$ cat config.mk
export PLATFORM = sky130hd
export DESIGN_NAME = fp_addsub_seq
export DESIGN_NICKNAME = d
export VERILOG_FILES = /design/src/rtl/fp_addsub_seq.sv
export SDC_FILE = /design/constraint.sdc
export NUM_CORES = 1
export LEC_CHECK = 0
export BUFFER_PORTS_ARGS = -buffer_cell sky130_fd_sc_hd__buf_2
export CAP_MARGIN = 5
export CELL_PAD_IN_SITES_DETAIL_PLACEMENT = 1
export CELL_PAD_IN_SITES_GLOBAL_PLACEMENT = 1
export CORE_MARGIN = 2
export CORE_UTILIZATION = 35
export CTS_CLUSTER_DIAMETER = 120
export DETAILED_ROUTE_END_ITERATION = 8
export PLACE_DENSITY = 0.72
export SETUP_SLACK_MARGIN = 0.15
export SYNTH_ARGS = -nofsm -noshare
export SYNTH_HDL_FRONTEND = slang
export SYNTH_SLANG_ARGS = --single-unit
export TNS_END_PERCENT = 50
$ cat constraint.sdc
create_clock -name clk -period 3.42 [get_ports clk]
set_clock_uncertainty 0.15 [all_clocks]
set_input_delay 0.684 -clock clk [delete_from_list [all_inputs] [get_ports clk]]
set_output_delay 0.684 -clock clk [all_outputs]
set_load 0.02 [all_outputs]
$ cat src/rtl/fp_addsub_seq.sv
// Multi-cycle single-precision add/subtract: one narrow adder and shifter are
// reused across the align, add and normalize states. Rounding truncates and denormals flush to zero.
module fp_addsub_seq (
  input  logic        clk,
  input  logic        rst_n,
  input  logic        start,
  input  logic        sub,
  input  logic [31:0] a,
  input  logic [31:0] b,
  output logic        busy,
  output logic        done,
  output logic [31:0] result,
  output logic        overflow
);

  typedef enum logic [2:0] {IDLE, ALIGN, ADD, NORM, DONE} state_t;

  state_t      state, state_nxt;
  logic        sx, diff_sign;
  logic [7:0]  ex, d;
  logic [23:0] mx, my;
  logic [24:0] sum;

  logic [7:0]  ea, eb;
  logic [23:0] ma, mb;
  logic        sb_eff, a_big;

  assign ea     = a[30:23];
  assign eb     = b[30:23];
  assign ma     = (ea != 8'd0) ? {1'b1, a[22:0]} : 24'd0;
  assign mb     = (eb != 8'd0) ? {1'b1, b[22:0]} : 24'd0;
  assign sb_eff = b[31] ^ sub;
  // Larger magnitude goes to X so the mantissa difference is never negative.
  assign a_big  = {ea, ma} >= {eb, mb};

  logic        norm_done, norm_zero, norm_ovf;
  logic [8:0]  e_final;
  logic [22:0] frac;
  logic [31:0] norm_result;

  always_comb begin
    norm_done   = 1'b0;
    norm_zero   = 1'b0;
    norm_ovf    = 1'b0;
    e_final     = {1'b0, ex};
    frac        = sum[22:0];
    norm_result = 32'd0;
    if (sum[24]) begin
      norm_done = 1'b1;
      e_final   = {1'b0, ex} + 9'd1;
      frac      = sum[23:1];
    end else if (sum == 25'd0) begin
      norm_done = 1'b1;
      norm_zero = 1'b1;
    end else if (sum[23]) begin
      norm_done = 1'b1;
    end else if (ex == 8'd1) begin
      norm_done = 1'b1;
      norm_zero = 1'b1;
    end
    if (!norm_zero) begin
      if (e_final >= 9'd255) begin
        norm_result = {sx, 8'hFF, 23'd0};
        norm_ovf    = 1'b1;
      end else begin
        norm_result = {sx, e_final[7:0], frac};
      end
    end
  end

  always_ff @(posedge clk or negedge rst_n) begin
    if (!rst_n) state <= IDLE;
    else        state <= state_nxt;
  end

  always_comb begin
    state_nxt = state;
    case (state)
      IDLE:    if (start) state_nxt = ALIGN;
      ALIGN:   if (d <= 8'd1 || d > 8'd24) state_nxt = ADD;
      ADD:     state_nxt = NORM;
      NORM:    if (norm_done) state_nxt = DONE;
      DONE:    state_nxt = IDLE;
      default: state_nxt = IDLE;
    endcase
  end

  always_ff @(posedge clk or negedge rst_n) begin
    if (!rst_n) begin
      sx        <= 1'b0;
      diff_sign <= 1'b0;
      ex        <= 8'd0;
      d         <= 8'd0;
      mx        <= 24'd0;
      my        <= 24'd0;
      sum       <= 25'd0;
      result    <= 32'd0;
      overflow  <= 1'b0;
    end else begin
      case (state)
        IDLE: if (start) begin
          diff_sign <= a[31] ^ sb_eff;
          if (a_big) begin
            sx <= a[31];  ex <= ea;  mx <= ma;  my <= mb;  d <= ea - eb;
          end else begin
            sx <= sb_eff; ex <= eb;  mx <= mb;  my <= ma;  d <= eb - ea;
          end
        end
        ALIGN: begin
          if (d > 8'd24) begin
            my <= 24'd0;
            d  <= 8'd0;
          end else if (d != 8'd0) begin
            my <= my >> 1;
            d  <= d - 8'd1;
          end
        end
        ADD: sum <= diff_sign ? ({1'b0, mx} - {1'b0, my}) : ({1'b0, mx} + {1'b0, my});
        NORM: begin
          if (norm_done) begin
            result   <= norm_result;
            overflow <= norm_ovf;
          end else begin
            sum <= {sum[23:0], 1'b0};
            ex  <= ex - 8'd1;
          end
        end
        default: ;
      endcase
    end
  end

  assign busy = (state != IDLE);
  assign done = (state == DONE);

endmodule

==> impl_metrics.tcl <==
set metrics [dict create \
    critPathKind "in -> reg" \
    slew_headroom_pct 42.4 \
    h-tree-depth 4 \
    max_stage_delay_ns 0.35 \
    clk_pin_slew_worst_paths_ns 0.06 \
    start_util_pct 35.5 \
    hp-class "in -> async" \
    violations "setup timing" \
    synthCells 1206 \
    final_antenna_net_count 0 \
    required_ns 3.56 \
    die_area_um2 28600 \
    finalCritPeriodShare_pct 123 \
    viasPerCell 5.65 \
    drtIter0Drc 713 \
    run_status "finished, violations left" \
    dp_hpwl_mm 22.8 \
    grt_pass1_vias 9698 \
    grt-ovfl-total 0 \
    cap_violations 0 \
    ys_seq_area_share_pct 33.3 \
    setup_violations 73 \
    place.gp.congestion 0.865 \
    wire_per_inst_um 21.8 \
    die_x_um 169 \
    grt_max_degree 64 \
    setup_tns_ns -39.10 \
    synth_warnings 0 \
    clk_latency_ns 0.42 \
    grt_util_all_layers_pct 21.3 \
    coreArea_um2 26900 \
    clock.fmax_mhz 238 \
    synth_enable_flop_cells 0 \
    num_vias 10300 \
    synth-main-ff-cell "dfrtp_1" \
    setup_slack_ns -0.775 \
    vdd_drop_max_v 0.000586 \
    synth_seq_cells 127 \
    cts_made_buffers 17 \
    layout.nets 1615 \
    rsz0062_at_grt "yes" \
    worst_slew_pin_slew_ns 0.865 \
    portBuffers 102 \
    synth_fp_nets 1347 \
    drt-pass1-iter-count 5 \
    synth_area_per_cell_um2 7.92 \
    hold_buffers 0 \
    cp_max_fo 10 \
    drt-total-wl_mm 39.8 \
    cts_root_buffer "clkbuf_16" \
    fillCellCount 3036 \
    num_rows 60 \
    cp-start-kind "input port" \
    drc 0 \
    crit_arrival_ns 4.34 \
    dpl_worst_slack_ns -0.954 \
    cpMaxStageDelayCell "nor4_4" \
    crit_chain "buf_6, nor4_4, nand2_4, buf_12, buf_4, nand2_2, inv_2, ha_4, and4_1, nand2_1, nor3_2, buf_4, o41a_1, nor3_4, buf_6, buf_12, clkbuf_16, nand2_1, o21ai_1, a221oi_1, nor2_1" \
    io_pins 103 \
    leakage_nw 6.52 \
    power_density_nw_per_um2 1090 \
    cts.sinks 127 \
    grt_antenna_before_repair 0 \
    maxSlewViolCount 0 \
    grt_pass1_wl_mm 49.7 \
    timing.final.crit_period_ns 4.20 \
    cts_tree "yes" \
    cts_buffer_depth 2 \
    antennaDiodeCount 0 \
    synthArstFlopShare_pct 100 \
    cp-end-kind "flip-flop" \
    area_growth_syn_to_layout_pct 53.0 \
    die_h_um 169 \
    drive_gt1_share_pct 41.2 \
    finalHoldViolCount 0 \
    synth_area_um2 9550 \
    ys_types 68 \
]
## per-stage QoR
stage          cell area [um2]  total power [mW]  utilization, %  hold slack (ns)  std cells
6_report                 14600              15.9            54.3            0.231       1828
5_1_grt                  14600              17.1            54.3            0.264       1828
4_1_cts                  12600              14.6            46.8            0.244       1780
3_5_place_dp             11700              12.2            43.4            0.319       1744
3_3_place_gp             11700              11.8            43.4            0.307       1744
2_1_floorplan             9690              8.92               -            0.238       1206
## report_power, final
| part | internal, mW | switching [mW] |
|---|---|---|
| clock network | 1.16 | 0.675 |
| registers | 2.30 | 0.826 |
| logic | 5.01 | 5.94 |
## per-layer routing
metal | up-vias | track usage [%] | part of all wire (%)
met5 | - | 0 | 0
met4 | 0 | 4.35 | 4.0
met3 | 107 | 2.82 | 5.2
met2 | 356 | 34.9 | 50
met1 | 5073 | 30.1 | 41
li1 | 4785 | - | -
## critical path: cells and delay by family
kind / cells / cell delay (ns)
adder cells (fa/ha/maj): 1 / 0.29
AND/OR/NAND/NOR: 9 / 1.39
AO/OA/AOI/OAI: 3 / 0.75
buffers and inverters: 8 / 1.18
## Yosys cell counts (all sizes together), types with 3 or more instances
master	count	share of area [%]
or3	6	0.39
fa	3	0.63
o22ai	3	0.20
nor3	18	1.1
a211oi	4	0.31
a21o	12	0.94
o22a	3	0.28
o21bai	5	0.39
a22o	7	0.64
dfrtp	127	33
o31ai	6	0.58
mux2i	38	4.0
inv	61	2.4
buf	15	0.81
clkbuf	60	2.4
nand2b	15	0.98
nand3b	4	0.31
o211ai	3	0.24
a221oi	25	2.3
ha	70	9.2
xor2	13	1.2
xnor2	42	3.9
mux2	4	0.47
o21ai	110	5.8
nor2	172	6.8
nand3	24	1.3
o221ai	5	0.46
and3	3	0.20
nor4	16	1.0
nand4	12	0.79
a21oi	81	4.2
nor2b	7	0.46
nand2	165	6.5
a31oi	32	2.1
## placed cells by master (no fill, tap or decap), types with 14 or more instances in the layout
cell       netlist  final
buf_4            2    169
inv_1           61     38
inv_2            0     19
a21oi_2          0     33
o21ai_0         99     64
nand2b_1        15     14
buf_6            0     24
a221oi_2         0     18
nor2_1         172    152
nand2_1        165    117
buf_2           11     99
dfrtp_1        127    127
o21ai_2          0     16
o21ai_1         11     22
ha_1            70     49
nand2_2          0     22
a31oi_1         32     15
clkbuf_16        0     29
nand3_1         24     21
a21oi_1         81     48
xnor2_1         42     39
ha_4             0     19
mux2i_1         38     27
nand2_4          0     22
a31oi_4          0     14
## registers in the layout, summed over array words and instances, names as in the netlist
register	count
sx	1
ex	8
mx	24
d	8
overflow	1
result	32
state	3
diff_sign	1
my	24
sum	25
## worst paths after layout
kind	startpoint	endpoint	slack (ns)	depth (start not counted)
worst min register to register	result[14]$_DFFE_PN0P_	result[14]$_DFFE_PN0P_	0.32	2
worst min-delay path	rst_n	d[1]$_DFFE_PN0P_	0.23	1
worst max register to register	my[4]$_DFFE_PN0P_	sum[24]$_DFFE_PN0P_	-0.41	17
max in group asynchronous	rst_n	sum[15]$_DFFE_PN0P_	2.11	2
min in group clk	result[14]$_DFFE_PN0P_	result[14]$_DFFE_PN0P_	0.32	2
worst max-delay path	a[29]	my[11]$_DFFE_PN0P_	-0.78	21
## repair_timing
item	4_1_cts	5_1_grt
buffers inserted	4	32
pin swaps	22	117
gates cloned	0	16
resized for setup	71	324
setup endpoints to repair	78	103
## final cells by class
class                   count  area [um2]  share of cell area, %
repair buffers            324        2720                   18.6
well taps                 341         427                   2.92
clock inverters            12         143                  0.977
inverters                  61         239                   1.64
multi-input cells         943        7460                   51.1
clock buffers              20         447                   3.06
flip-flops and latches    127        3180                   21.8
## cell families (layout without fill, tap and decap cells)
| logic type | count (synthesis) | count (layout) | share of synthesized area (%) |
|---|---|---|---|
| AO/OA/AOI/OAI | 319 | 319 | 20.9 |
| XOR/XNOR | 55 | 55 | 5.05 |
| adder cells (fa/ha/maj) | 73 | 73 | 9.80 |
| buffers and inverters | 136 | 417 | 5.57 |
| flip-flops | 127 | 127 | 33.3 |
| multiplexers | 42 | 42 | 4.46 |
| AND/OR/NAND/NOR | 454 | 454 | 21.0 |
Power figures use the tool's default switching activity.
